--- config.mk ---
export PLATFORM = sky130hd
export DESIGN_NAME = board_loader_flat
export DESIGN_NICKNAME = d
export VERILOG_FILES = /design/src/rtl/board_loader_if.sv /design/src/rtl/board_loader.sv /design/src/flat_wrapper.sv
export SDC_FILE = /design/constraint.sdc
export NUM_CORES = 1
export LEC_CHECK = 0
export BUFFER_PORTS_ARGS = -buffer_cell sky130_fd_sc_hd__clkbuf_2
export CORE_MARGIN = 8
export CORE_UTILIZATION = 30
export CTS_CLUSTER_DIAMETER = 120
export DETAILED_ROUTE_END_ITERATION = 10
export PLACE_DENSITY_LB_ADDON = 0.2
export SLEW_MARGIN = 5
export SYNTH_ARGS = -nofsm -noshare
export SYNTH_HDL_FRONTEND = slang
export SYNTH_SLANG_ARGS = --single-unit
--- constraint.sdc ---
create_clock -name clk -period 3 [get_ports clk]
set_input_delay 0.15 -clock clk [delete_from_list [all_inputs] [get_ports clk]]
set_output_delay 0.15 -clock clk [all_outputs]
set_load 0.01 [all_outputs]
--- src/rtl/board_loader_if.sv ---
// Bundle of the board loader's byte-stream, cell-write and echo signals.
//   slave  : board_loader side (consumes rx bytes, produces writes/status/echo)
//   master : host side (drives rx bytes and tx_ready, observes the rest)
// Ports carried:
//   rx_data[8], rx_valid, rx_ready            UART receive handshake
//   wr_en, wr_addr[logWIDTH+logHEIGHT], wr_data  board cell write strobe
//   busy, done, error                         loader status
//   tx_data[8], tx_valid, tx_ready            echo to UART transmitter
interface board_loader_if #(
    parameter int unsigned logWIDTH  = 3,
    parameter int unsigned logHEIGHT = 3
) ();
    localparam int unsigned ADDR_W = logWIDTH + logHEIGHT;

    logic [7:0]        rx_data;
    logic              rx_valid;
    logic              rx_ready;
    logic              wr_en;
    logic [ADDR_W-1:0] wr_addr;
    logic              wr_data;
    logic              busy;
    logic              done;
    logic              error;
    logic [7:0]        tx_data;
    logic              tx_valid;
    logic              tx_ready;

    modport slave (
        input  rx_data, rx_valid, tx_ready,
        output rx_ready, wr_en, wr_addr, wr_data, busy, done, error, tx_data, tx_valid
    );

    modport master (
        output rx_data, rx_valid, tx_ready,
        input  rx_ready, wr_en, wr_addr, wr_data, busy, done, error, tx_data, tx_valid
    );
endinterface

--- src/rtl/board_loader.sv ---
// Loads a 2^logWIDTH x 2^logHEIGHT life board from a UART byte stream.
// 'L' opens a load; cell characters write one cell each in row-major order,
// CR/LF zero-pads the rest of a partial row, ESC aborts, writing the last cell
// pulses done.
// Ports:
//   clk    rising-edge clock
//   reset  synchronous active-high reset
//   bus    board_loader_if.slave (rx handshake, cell write, status, echo)
// Optional feature: define BOARD_LOADER_ECHO_EN to echo every byte consumed
// while loading (and the opening 'L') on the tx channel, with rx back-pressure
// while an echo is outstanding.
module board_loader #(
    parameter int unsigned logWIDTH  = 3,
    parameter int unsigned logHEIGHT = 3
) (
    input  logic           clk,
    input  logic           reset,
    board_loader_if.slave  bus
);
    localparam int unsigned IDX_W = logWIDTH + logHEIGHT;
    localparam logic [IDX_W-1:0] IDX_LAST = '1;

    localparam logic [7:0] CH_L     = 8'h4C;
    localparam logic [7:0] CH_ESC   = 8'h1B;
    localparam logic [7:0] CH_CR    = 8'h0D;
    localparam logic [7:0] CH_LF    = 8'h0A;
    localparam logic [7:0] CH_O     = 8'h4F;
    localparam logic [7:0] CH_LO    = 8'h6F;
    localparam logic [7:0] CH_ONE   = 8'h31;
    localparam logic [7:0] CH_SPACE = 8'h20;
    localparam logic [7:0] CH_DOT   = 8'h2E;
    localparam logic [7:0] CH_ZERO  = 8'h30;

    typedef enum logic [1:0] {
        ST_IDLE = 2'd0,
        ST_LOAD = 2'd1,
        ST_PAD  = 2'd2
    } state_e;

    state_e           state_q, state_d;
    logic [IDX_W-1:0] idx_q, idx_d;
    logic             rx_ready_q, rx_ready_d;
    logic             wr_en_q, wr_en_d;
    logic [IDX_W-1:0] wr_addr_q, wr_addr_d;
    logic             wr_data_q, wr_data_d;
    logic             busy_q, busy_d;
    logic             done_q, done_d;
    logic             error_q, error_d;
    logic             tx_valid_q, tx_valid_d;
    logic [7:0]       tx_data_q, tx_data_d;

    // Byte decode of the incoming character.
    logic             accept_c;
    logic             is_one_c, is_zero_c, is_cell_c, is_eol_c, is_l_c, is_esc_c;
    logic             col_zero_c, idx_last_c;
    logic [IDX_W-1:0] idx_inc_c;

    assign accept_c   = bus.rx_valid & rx_ready_q;
    assign is_one_c   = (bus.rx_data == CH_O) | (bus.rx_data == CH_LO) | (bus.rx_data == CH_ONE);
    assign is_zero_c  = (bus.rx_data == CH_SPACE) | (bus.rx_data == CH_DOT) | (bus.rx_data == CH_ZERO);
    assign is_cell_c  = is_one_c | is_zero_c;
    assign is_eol_c   = (bus.rx_data == CH_CR) | (bus.rx_data == CH_LF);
    assign is_l_c     = (bus.rx_data == CH_L);
    assign is_esc_c   = (bus.rx_data == CH_ESC);
    assign col_zero_c = (idx_q[logWIDTH-1:0] == '0);
    assign idx_last_c = (idx_q == IDX_LAST);
    assign idx_inc_c  = idx_q + IDX_W'(1);

    // State and output registers.
    always_ff @(posedge clk) begin
        if (reset) begin
            state_q    <= ST_IDLE;
            idx_q      <= '0;
            rx_ready_q <= 1'b0;
            wr_en_q    <= 1'b0;
            wr_addr_q  <= '0;
            wr_data_q  <= 1'b0;
            busy_q     <= 1'b0;
            done_q     <= 1'b0;
            error_q    <= 1'b0;
            tx_valid_q <= 1'b0;
            tx_data_q  <= 8'h00;
        end else begin
            state_q    <= state_d;
            idx_q      <= idx_d;
            rx_ready_q <= rx_ready_d;
            wr_en_q    <= wr_en_d;
            wr_addr_q  <= wr_addr_d;
            wr_data_q  <= wr_data_d;
            busy_q     <= busy_d;
            done_q     <= done_d;
            error_q    <= error_d;
            tx_valid_q <= tx_valid_d;
            tx_data_q  <= tx_data_d;
        end
    end

    // Next state and cell index.
    always_comb begin
        state_d = state_q;
        idx_d   = idx_q;
        case (state_q)
            ST_IDLE: begin
                if (accept_c && is_l_c) begin
                    state_d = ST_LOAD;
                    idx_d   = '0;
                end
            end
            ST_LOAD: begin
                if (accept_c) begin
                    if (is_cell_c) begin
                        idx_d = idx_inc_c;
                        if (idx_last_c) begin
                            state_d = ST_IDLE;
                        end
                    end else if (is_l_c) begin
                        idx_d = '0;
                    end else if (is_esc_c) begin
                        state_d = ST_IDLE;
                        idx_d   = '0;
                    end else if (is_eol_c && !col_zero_c) begin
                        // CR/LF at column 0 falls through: CRLF advances one row.
                        state_d = ST_PAD;
                    end
                end
            end
            ST_PAD: begin
                idx_d = idx_inc_c;
                if (idx_last_c) begin
                    state_d = ST_IDLE;
                end else if (idx_inc_c[logWIDTH-1:0] == '0) begin
                    state_d = ST_LOAD;
                end
            end
            default: begin
                state_d = ST_IDLE;
                idx_d   = '0;
            end
        endcase
    end

    // Registered-output next values: write strobe, status pulses, echo.
    always_comb begin
        wr_en_d   = 1'b0;
        wr_addr_d = wr_addr_q;
        wr_data_d = wr_data_q;
        done_d    = 1'b0;
        error_d   = 1'b0;
        case (state_q)
            ST_LOAD: begin
                if (accept_c) begin
                    if (is_cell_c) begin
                        wr_en_d   = 1'b1;
                        wr_addr_d = idx_q;
                        wr_data_d = is_one_c;
                        done_d    = idx_last_c;
                    end else if (is_esc_c) begin
                        error_d = 1'b1;
                    end else if (!is_l_c && !is_eol_c) begin
                        error_d = 1'b1;
                    end
                end
            end
            ST_PAD: begin
                wr_en_d   = 1'b1;
                wr_addr_d = idx_q;
                wr_data_d = 1'b0;
                done_d    = idx_last_c;
            end
            default: begin
            end
        endcase

        busy_d = (state_d != ST_IDLE);

`ifdef BOARD_LOADER_ECHO_EN
        // Echo holds until tx_ready; rx is stalled while an echo is pending.
        tx_valid_d = tx_valid_q & ~bus.tx_ready;
        tx_data_d  = tx_data_q;
        if (accept_c && ((state_q == ST_LOAD) || ((state_q == ST_IDLE) && is_l_c))) begin
            tx_valid_d = 1'b1;
            tx_data_d  = bus.rx_data;
        end
        rx_ready_d = (state_d != ST_PAD) & ~tx_valid_d;
`else
        tx_valid_d = 1'b0;
        tx_data_d  = tx_data_q;
        rx_ready_d = (state_d != ST_PAD);
`endif
    end

    assign bus.rx_ready = rx_ready_q;
    assign bus.wr_en    = wr_en_q;
    assign bus.wr_addr  = wr_addr_q;
    assign bus.wr_data  = wr_data_q;
    assign bus.busy     = busy_q;
    assign bus.done     = done_q;
    assign bus.error    = error_q;
    assign bus.tx_valid = tx_valid_q;
    assign bus.tx_data  = tx_data_q;
endmodule

--- src/flat_wrapper.sv ---
// flat-port wrapper written by rule: the top's interface ports become plain ports
module board_loader_flat 
#(
    parameter int unsigned logWIDTH  = 3,
    parameter int unsigned logHEIGHT = 3
)
  (clk, reset, bus_rx_data, bus_rx_valid, bus_tx_ready, bus_rx_ready, bus_wr_en, bus_wr_addr, bus_wr_data, bus_busy, bus_done, bus_error, bus_tx_data, bus_tx_valid);
  board_loader_if #(.logWIDTH(logWIDTH), .logHEIGHT(logHEIGHT)) bus_i ();
  input  logic clk;
  input  logic reset;
  input wire logic [$bits(bus_i.rx_data)-1:0] bus_rx_data;
  input wire logic [$bits(bus_i.rx_valid)-1:0] bus_rx_valid;
  input wire logic [$bits(bus_i.tx_ready)-1:0] bus_tx_ready;
  output wire logic [$bits(bus_i.rx_ready)-1:0] bus_rx_ready;
  output wire logic [$bits(bus_i.wr_en)-1:0] bus_wr_en;
  output wire logic [$bits(bus_i.wr_addr)-1:0] bus_wr_addr;
  output wire logic [$bits(bus_i.wr_data)-1:0] bus_wr_data;
  output wire logic [$bits(bus_i.busy)-1:0] bus_busy;
  output wire logic [$bits(bus_i.done)-1:0] bus_done;
  output wire logic [$bits(bus_i.error)-1:0] bus_error;
  output wire logic [$bits(bus_i.tx_data)-1:0] bus_tx_data;
  output wire logic [$bits(bus_i.tx_valid)-1:0] bus_tx_valid;
  assign bus_i.rx_data = bus_rx_data;
  assign bus_i.rx_valid = bus_rx_valid;
  assign bus_i.tx_ready = bus_tx_ready;
  assign bus_rx_ready = bus_i.rx_ready;
  assign bus_wr_en = bus_i.wr_en;
  assign bus_wr_addr = bus_i.wr_addr;
  assign bus_wr_data = bus_i.wr_data;
  assign bus_busy = bus_i.busy;
  assign bus_done = bus_i.done;
  assign bus_error = bus_i.error;
  assign bus_tx_data = bus_i.tx_data;
  assign bus_tx_valid = bus_i.tx_valid;
  board_loader #(.logWIDTH(logWIDTH), .logHEIGHT(logHEIGHT)) u_core (.clk(clk), .reset(reset), .bus(bus_i));
endmodule
After elaboration in Yosys (flattened, before gate mapping)
Index checks and enable logic that the tools add are counted.
{ "totals": {"ff_bits": 20, "input_bits": 12, "output_inout_bits": 21, "elab_cells": 81} }
{ "classes": {"n_addsub": 1, "eq_ne": 18, "muxes": 30, "n_bitwise": 9, "reduce_logical": 14} }
{ "ops": {"columns": ["cell", "n"], "rows": [
  ["6-bit two-way mux", 7],
  ["8-bit by 6-bit == test with 1-bit output (second input constant)", 4],
  ["8-bit by 7-bit == test with 1-bit output (second input constant)", 3],
  ["2-bit two-way mux", 9],
  ["6-bit one-hot mux with 3 select lines", 1],
  ["8-bit by 4-bit == test with 1-bit output (second input constant)", 2],
  ["6-bit one-hot mux with 2 select lines", 1],
  ["8-bit by 5-bit == test with 1-bit output (second input constant)", 1],
  ["1-bit two-way mux", 8],
  ["6-bit by 1-bit adder with 6-bit output (second input constant)", 1],
  ["6-bit == test (second input constant)", 1],
  ["3-bit logical NOT", 2],
  ["2-bit by 1-bit != test with 1-bit output (second input constant)", 3],
  ["1-bit bitwise OR", 6],
  ["1-bit one-hot mux with 2 select lines", 3],
  ["2-bit one-hot mux with 3 select lines", 1],
  ["3-bit AND reduction", 2],
  ["4-bit by 1-bit != test with 1-bit output (second input constant)", 1],
  ["2-bit nonzero test", 2],
  ["4-bit OR reduction", 1],
  ["1-bit logical AND", 3],
  ["1-bit logical NOT", 3],
  ["2-bit by 1-bit == test with 1-bit output (second input constant)", 1],
  ["2-bit == test (second input constant)", 1],
  ["4 further kinds", 5]
]} }

Logic depth before layout (Yosys ltp)
Gate-level depths: netlist (run 1).
{ "depth": {"depth_word": 10, "depth_mapped": 8, "mapped_depth_nobuf": 8} }

Least setup slack after synthesis (run 1)
OpenSTA, ideal clock, no wires.
{ "synth_path": {"kind": "in2reg", "start": "in bus_rx_data[7]", "end": "reg u_core.idx_q[0]", "setup_ns": 0.071, "t_arrival_ns": 1.902, "required_time_ns": 2.929, "slack_ns": 1.028, "stages": 7, "path_buffers": 1, "path_cell_list": "or3b_2 -> a211oi_2 -> nor3_2 -> o311a_4 -> buf_6 -> or3b_1 -> a21oi_1"} }
{ "synth_via": {"elab_chain_cells": 7, "word_cells_on_any_way": 21, "cone_classes": "eq/ne (10); mux (4); bitwise (5); reduce/logical (2)"} }
{ "synth_rtl": {"columns": ["element", "line", "rtl"], "rows": [
  ["from (decl)", "flat_wrapper.sv:11", "input wire logic [$bits(bus_i.rx_data)-1:0] bus_rx_data;"],
  ["8-bit by 7-bit == test with 1-bit output / 8-bit by 6-bit == test with 1-bit output (equally long branches)", "board_loader.sv:59, board_loader.sv:60", null],
  ["1-bit bitwise OR (on tied branches) (2 in series)", "board_loader.sv:59, board_loader.sv:60", null],
  ["1-bit bitwise OR", "board_loader.sv:61", "assign is_cell_c = is_one_c | is_zero_c;"],
  ["6-bit two-way mux", "board_loader.sv:111", "if (is_cell_c) begin"],
  ["6-bit two-way mux", "board_loader.sv:110", "if (accept_c) begin"],
  ["6-bit one-hot mux with 3 select lines", "board_loader.sv:102", "case (state_q)"],
  ["to (signal assigned)", "board_loader.sv:85", "idx_q <= idx_d;"],
  ["to (decl)", "board_loader.sv:41", "logic [IDX_W-1:0] idx_q, idx_d;"]
]} }
Several ways; a longest one is shown, not always the timed one. The select of a mux whose other input is x is not followed.
A chain may end at the register's enable or synchronous reset.

Worst setup path in the final report (run 1)
{ "layout_path": {"start": "reg u_core.idx_q[0]", "end": "reg u_core.rx_ready_q, in the netlist u_core.bus.rx_ready"} }
{ "layout_via": {"elab_chain_cells": 10, "word_cells_on_any_way": 16, "cone_classes": "add/sub (1); eq/ne (2); mux (9); reduce/logical (4)"} }
{ "layout_rtl": {"columns": ["element", "line", "rtl"], "rows": [
  ["parallel branches: the longest is 8 deep, another holds 6-bit by 1-bit adder with 6-bit output", null, null],
  ["2-bit one-hot mux with 3 select lines (*)", "board_loader.sv:102", null],
  ["2-bit != test (*)", "board_loader.sv:188", "rx_ready_d = (state_d != ST_PAD);"],
  ["to (signal assigned)", "board_loader.sv:86", "rx_ready_q <= rx_ready_d;"],
  ["to (decl)", "board_loader.sv:42", "logic rx_ready_q, rx_ready_d;"]
]} }
Mark *: on every way between the ends.

==> results.py, run 1 <==
metrics = {
    "status": {
        "status": "finished, final reports clean",
    },
    "route": {
        "drt-pass1-iter-count": 4,
        "num_vias": 1125,
        "drt_wl_total_mm": 2.93,
        "avgRoutedWirePerCell_um": 12.7,
        "drc": 0,
        "ant_nets": 0,
        "vias_per_cell": 4.89,
        "drt_iter0_drc": 38,
    },
    "setup_path": {
        "reg2reg_from": "u_core.idx_q[0]",
        "critical_path_required_ns": 3.12,
        "reg2regPathDepth": 7,
        "timing.rr.end": "u_core.bus.rx_ready",
        "crit_arrival_ns": 2.13,
        "path_buf_inv": 0,
        "startpoint_type": "register",
        "critPathMaxStageDelay_ns": 0.44,
        "r2r_setup_slack_ns": 0.99,
        "path_class": "register to register",
        "path_cells": "ha_1 -> nand3_1 -> or2_2 -> a32o_1 -> a21oi_1 -> and2_1 -> a31oi_1",
        "crit_fanout": 7,
        "slowest_stage": "dfxtp_1",
        "end_kind": "register",
        "cp_top_family": "simple AND/OR/NAND/NOR gates",
    },
    "global_route": {
        "grt-busiest-layer": "met2",
        "grtUsageTotal_pct": 8.48,
        "grt_pass1_vias": 1142,
        "gr-usage-met2_pct": 14.6,
        "grt_pass1_wl_mm": 5.13,
        "grt_antenna_before_repair": 0,
        "grt_use_met1_pct": 9.78,
        "met3_usage_pct": 2.25,
        "grt_max_degree": 22,
        "grt.overflow.total": 0,
    },
    "logic_synthesis": {
        "synth_top_area_share_pct": 29.9,
        "synthTopCellsByArea": "dfxtp_1 30%, ha_1 6.5%, buf_4 5.0%",
        "yosys.area.top_type": "dfxtp_1",
        "yosys.cell_count.top_type": "dfxtp_1",
        "ys_ff_latch": 20,
        "syn_inst": 159,
        "synth.distinct_cells": 48,
        "yosysWarnings": 0,
        "synth_ff_type": "dfxtp_1",
        "yosysSeqAreaShare_pct": 29.9,
        "async_flop_share_pct": 0,
        "synth_commonest_cells": "20 x dfxtp_1, 16 x nor2_1, 14 x nand2_1",
        "synth-edff-count": 0,
        "syn-cell-area_sq_um": 1340,
        "syn_area_per_cell_sq_um": 8.43,
    },
    "floorplan": {
        "start_util_pct": 31.0,
        "core_sq_um": 4320,
        "die_x_um": 82.8,
        "fp-row-count": 24,
        "dieArea_sq_um": 6860,
        "die_h_um": 82.8,
        "io_pins": 33,
    },
    "clocking": {
        "clockBufferDepth": 2,
        "path_clk_slew_ns": 0.07,
        "clock_latency_ns": 0.25,
        "numCtsBuffers": 3,
        "root_buffer": "clkbuf_8",
        "cts_resized": 0,
        "cts_tree": "built",
        "cts_num_sinks": 20,
        "cts_hold_buf": 0,
        "cts_setup_buffers": 0,
        "h-tree-depth": 1,
    },
    "layout": {
        "drive_gt1_share_pct": 20.2,
        "final_core_util_pct": 34.5,
        "fill_cells": 495,
        "fin_nets": 199,
        "antennaDiodeCount": 0,
        "areaGrowthSynthToFinish_pct": 11.3,
    },
    "job": {
        "cap_violations": 0,
    },
    "timing": {
        "max_clock_freq_mhz": 498,
        "slew_viol_final": 0,
        "fin_tns_setup_ns": 0,
        "rsz0062_at_grt": "false",
        "finalSetupViolations": 0,
        "finalCriticalPeriod_ns": 2.01,
        "worstMarginPinSlew_ns": 0.616,
        "final_hold_viol_count": 0,
        "fin_worst_skew_ns": 0.00199,
        "fin_crit_sh_pct": 66.9,
        "slew_headroom_pct": 58.5,
    },
    "placement": {
        "place_congestion": 0.857,
        "dp_hpwl_mm": 2.30,
        "placement.io_buffers": 22,
    },
    "hold_path": {
        "min-delay-start": "bus_rx_data[4]",
        "hold_depth": 4,
        "min_to": "u_core.bus.error",
        "min_path_type": "input pin to register",
    },
    "power": {
        "p_leak_nw": 0.635,
        "max-vdd-ir-drop_v": 0.000163,
        "power_density_nw_per_um2": 318,
    },
}
[report_power, final]
part / switching [mW] / total (mW) / internal [mW]
Clock: 0.0801 / 0.169 / 0.0891
Sequential: 0.000857 / 0.267 / 0.266
Combinational: 0.0257 / 0.0384 / 0.0127
[layout make-up]
| cell class | instances | area [sq um] | area share (%) |
|---|---|---|---|
| flip-flops and latches | 20 | 400 | 26.8 |
| repair buffers | 22 | 110 | 7.38 |
| well taps | 52 | 65.1 | 4.36 |
| inverters | 7 | 26.3 | 1.76 |
| clock buffers | 3 | 41.3 | 2.77 |
| multi-input cells | 126 | 848 | 56.9 |
[state kept, by name, summed over array words and instances (netlist names)]
register / count
u_core.bus.wr_data: 1
u_core.bus.wr_en: 1
u_core.bus.done: 1
u_core.state_q: 2
u_core.bus.wr_addr: 6
u_core.idx_q: 6
u_core.bus.busy: 1
u_core.bus.error: 1
u_core.bus.rx_ready: 1
[layout by cell type (no fill, tap or decap), types with 4 or more instances in the layout]
cell | Yosys | routed
clkbuf_2 | 0 | 22
conb_1 | 1 | 9
and3_1 | 4 | 4
nor3_1 | 4 | 4
nand3b_1 | 6 | 6
mux2i_1 | 6 | 6
nand2_1 | 14 | 14
inv_1 | 7 | 7
a21oi_1 | 7 | 7
o21ai_0 | 5 | 5
nand2b_1 | 4 | 4
ha_1 | 7 | 7
nor2_1 | 16 | 16
nand3_1 | 7 | 7
dfxtp_1 | 20 | 20
[layer usage]
metal | vias up | wire [um] | share of wire (%)
met5 | - | 0 | 0
li1 | 588 | - | -
met2 | 18 | 1380 | 47
met1 | 517 | 1390 | 47
met4 | 0 | 19 | 0.65
met3 | 2 | 148 | 5.0
[how the worst max path moves through the flow]
stage                          startpoint                  end  cells after the start
after floorplan            bus_rx_data[7]      u_core.idx_q[0]                      7
after global placement     bus_rx_data[7]      u_core.idx_q[0]                      7
after detailed placement   bus_rx_data[7]      u_core.idx_q[0]                      7
after CTS                 u_core.idx_q[0]  u_core.bus.rx_ready                      7
after global routing      u_core.idx_q[1]  u_core.bus.rx_ready                      7
final                     u_core.idx_q[0]  u_core.bus.rx_ready                      7
[cell families (layout without fill, tap and decap cells)]
| kind of cell | Yosys count | count (layout) | synth area share [%] |
|---|---|---|---|
| other cells | 1 | 9 | 0.280 |
| compound gates | 26 | 26 | 15.1 |
| buf+inv | 21 | 32 | 9.06 |
| simple gates | 76 | 76 | 33.1 |
| xor+xnor | 1 | 1 | 0.654 |
| mux | 7 | 7 | 5.32 |
| fa+ha+maj | 7 | 7 | 6.54 |
| flops | 20 | 20 | 29.9 |
[stage by stage]
stage	area, sq um	hold slack (ns)	total power [mW]	setup WS (ns)	cells
2_1_floorplan	1370	0.330	0.303	1.03	167
3_3_place_gp	1450	0.479	0.309	0.828	227
3_5_place_dp	1450	0.492	0.311	0.801	227
4_1_cts	1490	0.341	0.485	0.973	230
5_1_grt	1490	0.358	0.497	0.812	230
6_report	1490	0.342	0.475	0.993	230
[worst reg2reg max path: cells and delay by family, from the launching register on]
family	cells	cell delay (ns)
fa+ha+maj	1	0.27
simple gates	3	0.70
flops	1	0.44
compound gates	3	0.48
(Power assumes the default switching activity.)
==> inputs of run 2 (changes only) <==
==> constraint.sdc (replaced) <==
create_clock -name clk -period 2 [get_ports clk]
set_input_delay 0.1 -clock clk [delete_from_list [all_inputs] [get_ports clk]]
set_output_delay 0.1 -clock clk [all_outputs]
set_load 0.01 [all_outputs]
==> run 2 against run 1 <==
Clock skew rose by 0.0039 ns. Clock power rose by 53%. Combinational power rose by 61%. Count of clock-buffer cells in the layout did not move. Setup slack got worse by 0.77 ns. Global-route usage rose by 0.96 points. Via count rose by 8.5%. Die area did not move. Power rose by 52%. Flip-flop and latch count did not move. Largest power group unchanged.
==> results.py, run 2 (synthesis gave the netlist of run 1 again) <==
metrics = {
    "status": {
        "status": "finished, final reports clean",
    },
    "setup_path": {
        "critPathMaxStageDelay_ns": 0.32,
        "slowest_stage": "dfxtp_1",
        "critical_path_required_ns": 2.12,
        "path_class": "register to register",
        "path_cells": "ha_1 -> buf_4 -> xnor2_1 -> and2_1 -> a32o_1 -> a21oi_1 -> and2_1 -> a31oi_1",
        "end_kind": "register",
        "crit_fanout": 3,
        "crit_arrival_ns": 1.90,
        "crit_top_cell": "and2_1",
        "r2r_setup_slack_ns": 0.23,
        "startpoint_type": "register",
    },
    "clocking": {
        "cts_resized": 0,
        "clockBufferDepth": 2,
        "h-tree-depth": 1,
        "cts_num_sinks": 20,
        "numCtsBuffers": 3,
        "cts_setup_buffers": 0,
        "root_buffer": "clkbuf_8",
        "cts_tree": "built",
        "cts_hold_buf": 0,
        "path_clk_slew_ns": 0.07,
        "clock_latency_ns": 0.25,
    },
    "layout": {
        "antennaDiodeCount": 0,
        "mostFrequentLayoutCell": "clkbuf_2",
        "final_core_util_pct": 37.1,
        "final_cell_mix": "22 x clkbuf_2, 20 x dfxtp_1, 16 x nor2_1, 15 x buf_4, 14 x nand2_1",
        "drive_gt1_share_pct": 26.4,
        "areaGrowthSynthToFinish_pct": 19.7,
        "fin_nets": 214,
    },
    "timing": {
        "fin_worst_skew_ns": 0.00587,
        "slew_viol_final": 0,
        "rsz0062_at_grt": "false",
        "max_clock_freq_mhz": 564,
        "finalSetupViolations": 0,
        "fin_tns_setup_ns": 0,
        "fin_crit_sh_pct": 88.6,
        "final_hold_viol_count": 0,
        "finalCriticalPeriod_ns": 1.77,
    },
    "floorplan": {
        "die_x_um": 82.8,
        "dieArea_sq_um": 6860,
        "fp-row-count": 24,
        "die_h_um": 82.8,
        "core_sq_um": 4320,
        "start_util_pct": 31.0,
        "io_pins": 33,
    },
    "power": {
        "power_density_nw_per_um2": 449,
        "max-vdd-ir-drop_v": 0.000259,
        "p_leak_nw": 0.711,
    },
    "placement": {
        "placement.io_buffers": 22,
        "dp_hpwl_mm": 2.55,
        "place_congestion": 0.919,
    },
    "hold_path": {
        "min_path_type": "input pin to register",
    },
    "route": {
        "drt_iter0_drc": 42,
        "drt-pass1-iter-count": 4,
        "vias_per_cell": 4.98,
        "drt_wl_total_mm": 3.27,
        "num_vias": 1221,
        "ant_nets": 0,
        "drc": 0,
        "avgRoutedWirePerCell_um": 13.4,
    },
    "global_route": {
        "grt_pass1_wl_mm": 5.73,
        "grtUsageTotal_pct": 9.44,
        "grt.overflow.total": 0,
        "grt_pass1_vias": 1265,
        "grt_max_degree": 22,
        "grt_antenna_before_repair": 0,
    },
    "job": {
        "cap_violations": 0,
    },
}
[run 2: changes by cell type in the layout (fill, tap and decap cells not counted)]
cell and delta:
buf_4 +15
[run 2: cell type report]
class / count / area (sq um)
repair buffers: 37 / 223
inverters: 7 / 26.3
well taps: 52 / 65.1
clock buffers: 3 / 41.3
fillers: 459 / 2720
flip-flops and latches: 20 / 400
multi-input cells: 126 / 848
[run 2: where the power goes]
| group | switching [mW] | internal (mW) | leakage [nW] |
|---|---|---|---|
| logic | 0.0397 | 0.0220 | 0.528 |
| clock network | 0.125 | 0.134 | 0.0216 |
| registers | 0.00137 | 0.399 | 0.161 |
[run 2: final timing paths]
kind,from,endpoint,depth (start not counted)
hold reg to reg,u_core.bus.wr_addr[1],u_core.bus.wr_addr[1],2
hold / removal,bus_rx_data[4],u_core.bus.error,4
setup reg to reg,u_core.idx_q[0],u_core.bus.rx_ready,8
setup / recovery,u_core.idx_q[0],u_core.bus.rx_ready,8
[run 2: layer usage]
layer,track usage (%),share of wire [%]
met1,11.0,45
met2,16.8,50
met3,1.95,4.4
met4,2.88,0.58
met5,0,0
[run 2: critical path: cells and delay by family, from the launching register on]
kind / cells / cell delay, ns
AO/OA/AOI/OAI: 3 / 0.49
adder cells (fa/ha/maj): 1 / 0.22
flip-flops: 1 / 0.32
buffers and inverters: 1 / 0.15
XOR/XNOR: 1 / 0.12
AND/OR/NAND/NOR: 2 / 0.35
[run 2: metrics by stage]
step / setup slack, ns / cells / cell area, sq um / power, mW / hold slack, ns
after global routing: 0.0667 / 245 / 1600 / 0.753 / 0.318
after detailed placement: 0.00499 / 242 / 1560 / 0.470 / 0.489
after floorplan: 0.0777 / 167 / 1370 / 0.455 / 0.280
after CTS: 0.227 / 245 / 1600 / 0.726 / 0.286
after global placement: 0.0329 / 242 / 1560 / 0.468 / 0.478
final: 0.227 / 245 / 1600 / 0.720 / 0.282
